## config.mk

```make
export PLATFORM = sky130hd
export DESIGN_NAME = mult_div_unit
export DESIGN_NICKNAME = d
export VERILOG_FILES = /design/src/rtl/mult_div_unit.sv
export SDC_FILE = /design/constraint.sdc
export NUM_CORES = 1
export LEC_CHECK = 0
export BUFFER_PORTS_ARGS = -buffer_cell sky130_fd_sc_hd__buf_2
export CAP_MARGIN = 15
export CORE_MARGIN = 5
export CORE_UTILIZATION = 30
export CTS_CLUSTER_SIZE = 16
export DETAILED_ROUTE_END_ITERATION = 12
export PLACE_DENSITY = 0.44
export RECOVER_POWER = 100
export SLEW_MARGIN = 20
export SYNTH_ARGS = -nofsm -noshare
export SYNTH_HDL_FRONTEND = slang
export SYNTH_SLANG_ARGS = --single-unit
```

## constraint.sdc

```tcl
create_clock -name clock -period 7.95 [get_ports clock]
set_input_delay 1.59 -clock clock [delete_from_list [all_inputs] [get_ports clock]]
set_output_delay 1.59 -clock clock [all_outputs]
set_load 0.05 [all_outputs]
```

## src/rtl/mult_div_unit.sv

```systemverilog
// mult_div_unit: iterative radix-2 multiply/divide unit with HI/LO registers.
// MULT/MULTU/DIV/DIVU take WIDTH cycles; MTHI/MTLO complete in one cycle.
// Optional feature macro: MDU_ABORT_EN adds an 'abort' input that cancels an
// in-flight multiply/divide without touching HI/LO.
module mult_div_unit #(
  parameter int WIDTH = 32
) (
  input  logic             clock,
  input  logic             reset,
  input  logic             start,
  input  logic [2:0]       op,
  input  logic [WIDTH-1:0] rs_data,
  input  logic [WIDTH-1:0] rt_data,
`ifdef MDU_ABORT_EN
  input  logic             abort,
`endif
  output logic             busy,
  output logic             done,
  output logic [WIDTH-1:0] hi,
  output logic [WIDTH-1:0] lo
);

  localparam int CW = (WIDTH > 1) ? $clog2(WIDTH) : 1;
  localparam logic [CW-1:0] LAST = CW'(WIDTH - 1);

  localparam logic [2:0] OP_MULT  = 3'd0;
  localparam logic [2:0] OP_MULTU = 3'd1;
  localparam logic [2:0] OP_DIV   = 3'd2;
  localparam logic [2:0] OP_DIVU  = 3'd3;
  localparam logic [2:0] OP_MTHI  = 3'd4;
  localparam logic [2:0] OP_MTLO  = 3'd5;

  typedef enum logic [1:0] {S_IDLE, S_MUL, S_DIV, S_FIN} state_t;

  state_t             state_q;
  logic [CW-1:0]      cnt_q;
  logic [2*WIDTH-1:0] prod_q;     // multiply: {partial sum, remaining multiplier}
  logic [WIDTH-1:0]   mcand_q;    // multiplicand or divisor magnitude
  logic [WIDTH-1:0]   rem_q;
  logic [WIDTH-1:0]   quot_q;     // holds dividend magnitude, fills with quotient bits
  logic               neg_res_q;  // product / quotient needs negation
  logic               neg_rem_q;  // remainder takes the dividend's sign
  logic               div_zero_q;
  logic               busy_q, done_q;
  logic [WIDTH-1:0]   hi_q, lo_q;

  logic               abort_w;
  logic               signed_op;
  logic               a_neg, b_neg;
  logic [WIDTH-1:0]   a_mag, b_mag;
  logic [WIDTH:0]     mul_sum;
  logic [2*WIDTH-1:0] prod_d;
  logic [WIDTH:0]     div_shift;
  logic               div_ok;
  logic [WIDTH-1:0]   rem_d, quot_d;
  logic [2*WIDTH-1:0] prod_fix;
  logic [WIDTH-1:0]   quot_fix, rem_fix;

`ifdef MDU_ABORT_EN
  assign abort_w = abort;
`else
  assign abort_w = 1'b0;
`endif

  // Operand conditioning: magnitudes and sign flags for signed ops.
  always_comb begin
    signed_op = (op == OP_MULT) || (op == OP_DIV);
    a_neg     = signed_op & rs_data[WIDTH-1];
    b_neg     = signed_op & rt_data[WIDTH-1];
    a_mag     = a_neg ? (~rs_data + 1'b1) : rs_data;
    b_mag     = b_neg ? (~rt_data + 1'b1) : rt_data;
  end

  // One shift-add multiply step and one restoring divide step.
  always_comb begin
    mul_sum   = {1'b0, prod_q[2*WIDTH-1:WIDTH]} + (prod_q[0] ? {1'b0, mcand_q} : '0);
    prod_d    = {mul_sum, prod_q[WIDTH-1:1]};
    div_shift = {rem_q, quot_q[WIDTH-1]};
    div_ok    = (div_shift >= {1'b0, mcand_q});
    rem_d     = div_ok ? WIDTH'(div_shift - {1'b0, mcand_q}) : div_shift[WIDTH-1:0];
    quot_d    = {quot_q[WIDTH-2:0], div_ok};
  end

  // Sign correction of the final step's result; a zero divisor forces an all-ones
  // quotient while the remainder path naturally reproduces the dividend.
  always_comb begin
    prod_fix = neg_res_q ? (~prod_d + 1'b1) : prod_d;
    quot_fix = div_zero_q ? '1 : (neg_res_q ? (~quot_d + 1'b1) : quot_d);
    rem_fix  = neg_rem_q ? (~rem_d + 1'b1) : rem_d;
  end

  // Control FSM with registered busy/done and HI/LO update.
  always_ff @(posedge clock or posedge reset) begin
    if (reset) begin
      state_q    <= S_IDLE;
      cnt_q      <= '0;
      prod_q     <= '0;
      mcand_q    <= '0;
      rem_q      <= '0;
      quot_q     <= '0;
      neg_res_q  <= 1'b0;
      neg_rem_q  <= 1'b0;
      div_zero_q <= 1'b0;
      busy_q     <= 1'b0;
      done_q     <= 1'b0;
      hi_q       <= '0;
      lo_q       <= '0;
    end else begin
      done_q <= 1'b0;
      case (state_q)
        S_IDLE: begin
          if (start) begin
            case (op)
              OP_MULT, OP_MULTU: begin
                mcand_q   <= a_mag;
                prod_q    <= {{WIDTH{1'b0}}, b_mag};
                neg_res_q <= a_neg ^ b_neg;
                cnt_q     <= '0;
                busy_q    <= 1'b1;
                state_q   <= S_MUL;
              end
              OP_DIV, OP_DIVU: begin
                mcand_q    <= b_mag;
                quot_q     <= a_mag;
                rem_q      <= '0;
                neg_res_q  <= a_neg ^ b_neg;
                neg_rem_q  <= a_neg;
                div_zero_q <= (rt_data == '0);
                cnt_q      <= '0;
                busy_q     <= 1'b1;
                state_q    <= S_DIV;
              end
              OP_MTHI: hi_q <= rs_data;
              OP_MTLO: lo_q <= rs_data;
              default: ;
            endcase
          end
        end
        S_MUL: begin
          if (abort_w) begin
            busy_q  <= 1'b0;
            state_q <= S_IDLE;
          end else begin
            prod_q <= prod_d;
            cnt_q  <= cnt_q + CW'(1);
            if (cnt_q == LAST) begin
              hi_q    <= prod_fix[2*WIDTH-1:WIDTH];
              lo_q    <= prod_fix[WIDTH-1:0];
              busy_q  <= 1'b0;
              done_q  <= 1'b1;
              state_q <= S_FIN;
            end
          end
        end
        S_DIV: begin
          if (abort_w) begin
            busy_q  <= 1'b0;
            state_q <= S_IDLE;
          end else begin
            rem_q  <= rem_d;
            quot_q <= quot_d;
            cnt_q  <= cnt_q + CW'(1);
            if (cnt_q == LAST) begin
              hi_q    <= rem_fix;
              lo_q    <= quot_fix;
              busy_q  <= 1'b0;
              done_q  <= 1'b1;
              state_q <= S_FIN;
            end
          end
        end
        S_FIN:   state_q <= S_IDLE;
        default: state_q <= S_IDLE;
      endcase
    end
  end

  assign busy = busy_q;
  assign done = done_q;
  assign hi   = hi_q;
  assign lo   = lo_q;

endmodule

```

## Word level (Yosys, flattened, before mapping)

Index checks and enable logic that the tools add are counted.

- Register bits: 236
- Input bits: 70
- Output and inout bits: 66
- Word-level logic and storage cells: 113

- $add $sub $neg: 8
- Magnitude comparators: 1
- Equal/unequal tests: 19
- Multiplexer cells: 41
- Bitwise logic cells: 8
- Reductions and logical operators: 23

Operator list:

| kind | count |
|---|---|
| $mux W32 | 19 |
| $mux W64 | 3 |
| $pmux W32 S2 | 3 |
| $pmux W32 S3 | 2 |
| $add A32 B1 Y32 const B | 4 |
| $not A32 Y32 | 4 |
| $pmux W64 S2 | 1 |
| $add A64 B1 Y64 const B | 1 |
| $not A64 Y64 | 1 |
| $add A32 B32 Y33 | 1 |
| $ge A33 B32 Y1 | 1 |
| $logic_not A32 Y1 | 1 |
| $sub A32 B32 Y32 | 1 |
| $reduce_and A3 Y1 | 7 |
| $mux W5 | 2 |
| $ne A2 B1 Y1 const B | 5 |
| $pmux W5 S2 | 1 |
| $reduce_and A5 Y1 | 2 |
| $ne A2 B2 Y1 const B | 4 |
| $reduce_bool A2 Y1 | 4 |
| $eq A3 B2 Y1 const B | 2 |
| $eq A3 B3 Y1 const B | 2 |
| $pmux W2 S3 | 1 |
| $reduce_or A2 Y1 | 3 |
| other kinds (18) | 25 |

## Longest topological paths before layout

- Depth after elaboration: 7
- Gate-level depth with buffers: 25
- Mapped depth without buffers: 20

## Worst setup path before layout

OpenSTA, ideal clock, no wires.

- Path type: flip-flop to flip-flop
- From: register rem_q[3]
- To: register hi_q[22], in the netlist hi[22]
- Setup time: 0.121 ns
- Arrival time: 5.062 ns
- Required time: 7.829 ns
- Setup slack: 2.767 ns
- Cell stages (with the launch flop): 24
- Path buffers: 5
- Period minus slack after synthesis: 5.183 ns
- Path through: dfrtp_1 ha_1 clkbuf_1 a21o_1 a31oi_1 a21oi_1 o21ai_1 or3_1 buf_2 nand2_2 buf_2 buf_2 buf_2 nand2_1 o21ai_0 ha_1 inv_1 or4_1 nor4_1 o22ai_1 nor4_1 a311o_1 o211ai_1 a22o_1

- Longest elaborated chain between the ends: 7
- Elaborated cells on any way between the ends: 8
- Classes of those cells: add/sub: 2; order compare: 1; mux: 4; bitwise: 1

RTL lines:

| item | RTL line | source |
|---|---|---|
| start, declared | 39 | `logic [WIDTH-1:0] rem_q;` |
| start signal, assigned | 160 | `rem_q <= rem_d;` |
| $sub A32 B32 Y32 or $ge A33 B32 Y1 (tied branches) | 80, 79 |  |
| $mux W32 * | 80 | `rem_d = div_ok ? WIDTH'(div_shift - {1'b0, mcand_q}) : div_shift[WIDTH-1:0];` |
| $not A32 Y32 | 89 | `rem_fix = neg_rem_q ? (~rem_d + 1'b1) : rem_d;` |
| $add A32 B1 Y32 | 89 |  |
| $mux W32 * | 89 |  |
| $mux W32 * | 163 | `if (cnt_q == LAST) begin` |
| $pmux W32 S3 * | 110 | `case (state_q)` |
| end signal, assigned | 133 | `OP_MTHI: hi_q <= rs_data;` |
| end signal, assigned | 147 | `hi_q <= prod_fix[2*WIDTH-1:WIDTH];` |
| end signal, assigned | 164 | `hi_q <= rem_fix;` |
| end, declared | 45 | `logic [WIDTH-1:0] hi_q, lo_q;` |

Mark *: on every way between the ends. The rest lies on a longest branch, timed or not. The select of a mux whose other input is x is not followed.
A chain may end at the register's enable or synchronous reset.

## Worst setup path after layout

- From: register rem_q[8]
- To: register hi_q[30], in the netlist hi[30]

The elaborated chain is that of the path after synthesis.

==> results.txt <==
Vias in the first global route -> 19200
Final Setup Violations -> 0
VDD IR max -> 272 uV
Reported max-cap violation count -> 12
Commonest non-fill, non-tap cells in the layout -> 263 x nand2_1, 234 x dfrtp_1, 202 x nor2_1, 193 x o21ai_0, 179 x a21oi_1
TritonCTS clock tree -> done
Largest net degree at the start of global routing -> 167
Gr ovfl total -> 0
Input/output buffers -> 135
Number of synthesized flops with an enable pin -> 0
Vias per inst -> 5.93
Die H -> 267 um
Fillcell total -> 6946
Post-DRT Antenna Nets -> 0
Share of cells above drive strength 1 -> 8.27%
Post-CTS Resized -> 0
Worst-path clk slew -> 0.06 ns
Final min period -> 7.06 ns
Mapped Area -> 19700 um2
Setup_tns -> 0 ns
Core box area -> 65500 um2
Clock latency on the worst-skew pair -> 0.57 ns
Cell count after synthesis -> 2457
Seq/Total Area, Yosys -> 29.9%
Prevailing post-synth register cell -> dfrtp_1
Largest stage delay, worst path -> 1.39 ns
Pwr Total -> 9.88 mW
Post-layout net count -> 2651
Slew HR -> -243%
Site Rows -> 94
Post-CTS setup buffer count -> 0
Status -> finished, violations left
Crit path capture type -> flip-flop
Delay-heaviest family, CP -> simple AND/OR/NAND/NOR gates
Vias post-DR -> 20100
Multi-input logic area -> 13000 um2
Netlist cell types -> 97
Final Worst Setup Slack -> 0.887 ns
Setup Skew -> 0.0206 ns
WP buf/inv -> 1
Final period util -> 88.8%
Failing checks -> capacitance limit, slew limit
I/O Pins -> 136
CP max FO -> 25
F_max -> 0.142 GHz
Final wirelength -> 91900 um
H-tree depth -> 2
Area growth syn-to-layout -> 12.5%
1st-iter DRT viols -> 1936
Clock buffer depth -> 3
Global-route wire length before repair -> 134000 um
Slowest CP cell -> clkbuf_1
Register area -> 5910 um2
CTS buffer count -> 34
Syn Area/Cell -> 8.04 um2
Die Width -> 267 um
Final Max Tran Viols -> 479
Die ar. -> 71100 um2
Synthesis warning total -> 0
Worst-margin pin slew -> 5.15 ns
Most common cell after layout, fill and taps aside -> nand2_1
Hpwl dp -> 69300 um
Place WS -> 1.34 ns
Async SR Flop Fraction -> 100%
Drt drc -> 0
CP arrival -> 7.48 ns
GR Util All Layers -> 25.0%
Req. time, crit path -> 8.37 ns
First drt pass iteration count -> 5
RSZ-0062 raised after global routing -> false
Number of synthesized register bits -> 236
Crit-path cells -> ha_1, and4_1, nand2_1, a21oi_1, o21ai_1, or3_1, nand2_1, clkbuf_1, mux2i_1, nor4_1, a41oi_1, mux2i_1, a31oi_1
Post-synthesis net count -> 2605
Worst hold path class -> reg -> reg
Sink Count -> 236
Initial Util -> 30.1%
Setup crit start kind -> flip-flop
Drt wl/cell -> 27.1 um
WS Path Type -> reg -> reg
P per Cell Area -> 445 nW/um2
GPL Wtd Cong -> 0.954
Initial antenna violation count -> 8
LEAKAGE -> 9.13 nW
Hold Violations, Final -> 0
Root buffer cell -> clkbuf_16
Final Instance Area -> 22200 um2
Finished Core Util -> 33.9%
Placed Area -> 21200 um2
Hold buffers post-CTS -> 0
==> area by class of cell <==
type	instances	area share, %
repair buffers	167	3.60
well taps	864	4.87
flip-flops and latches	236	26.6
diodes	1	0.0113
clock buffers	46	4.40
clock inverters	15	0.800
multi-input cells	1986	58.4
inverters	78	1.32
==> flip-flops by register name (all words and copies together), names as in the netlist <==
name,count
div_zero_q,1
cnt_q,5
neg_res_q,1
quot_q,32
busy,1
mcand_q,32
hi,32
state_q,2
prod_q,64
rem_q,32
lo,32
neg_rem_q,1
done,1
==> cell families (layout without fill, tap and decap cells) <==
family | Yosys count | after routing | share of synthesized area, %
AO/OA/AOI/OAI | 829 | 829 | 28.3
XOR/XNOR | 204 | 204 | 9.05
adder cells (fa/ha/maj) | 78 | 78 | 5.02
buffers and inverters | 235 | 306 | 4.56
flip-flops | 236 | 236 | 29.9
multiplexers | 43 | 43 | 2.22
other | 0 | 1 | 0
AND/OR/NAND/NOR | 832 | 832 | 20.9
==> routing by layer <==
metal  up-vias  part of all wire (%)  track usage (%)
li1       9185                     -                -
met1      9992                    44             33.8
met2       792                    46             40.3
met3       145                   6.0             3.79
met4         4                   4.3             9.61
met5         -                 0.029                0
==> stage by stage <==
stage	instances	hold slack (ns)
after CTS	3391	0.481
after detailed placement	3330	0.461
after global placement	3330	0.457
after floorplan	2457	0.445
after global routing	3392	0.507
final	3393	0.480
==> worst paths after layout <==
kind,start,end,slack (ns),cells after the start
min in group asynchronous,reset,prod_q[52]$_DFFE_PP0P_,1.00,2
worst max-delay path,rem_q[8]$_DFFE_PP0P_,hi[30]$_DFFE_PP0P_,0.89,13
worst min-delay path,lo[21]$_DFFE_PP0P_,lo[21]$_DFFE_PP0P_,0.48,2
worst min register to register,lo[21]$_DFFE_PP0P_,lo[21]$_DFFE_PP0P_,0.48,2
max in group asynchronous,reset,quot_q[29]$_DFFE_PP0P_,1.68,3
worst max register to register,rem_q[8]$_DFFE_PP0P_,hi[30]$_DFFE_PP0P_,0.89,13
==> worst register-to-register path: cells and delay by family (launching register included) <==
family | cells | cell delay, ns
adders and majority gates | 1 | 0.47
buffers and inverters | 1 | 1.39
AOI/OAI and AO/OA | 4 | 0.82
and+or+nand+nor | 5 | 2.75
muxes | 2 | 1.05
DFF | 1 | 0.43
==> Yosys cell counts (21+ instances only) <==
master    instances  area share, %
nand4_1          22           0.70
mux2i_1          37            1.9
a211oi_1         26           0.99
inv_1            74            1.4
nor4_1           21           0.67
a22o_1           33            1.5
ha_1             76            4.8
dfrtp_1         236             30
xor2_1           64            2.8
o211ai_1         22           0.84
nand2_1         262            5.0
nand3_1          47            1.2
a21oi_1         180            4.6
nor3_1           52            1.3
xnor2_1         140            6.2
o31ai_1          77            2.9
a221o_1          28            1.4
or3_1            24           0.76
and2_1           58            1.8
o21ai_0         192            4.9
clkbuf_1        137            2.6
a221oi_1         46            2.0
nor2_1          203            3.9
and3_1           40            1.3
o22ai_1          44            1.4
==> where the power goes <==
part | internal [mW] | total, mW | switching [mW]
logic | 1.77 | 6.07 | 4.30
registers | 1.68 | 2.18 | 0.503
clock network | 0.965 | 1.63 | 0.663
total | 4.41 | 9.88 | 5.47
No activity file was read; power rests on OpenSTA's default activity.
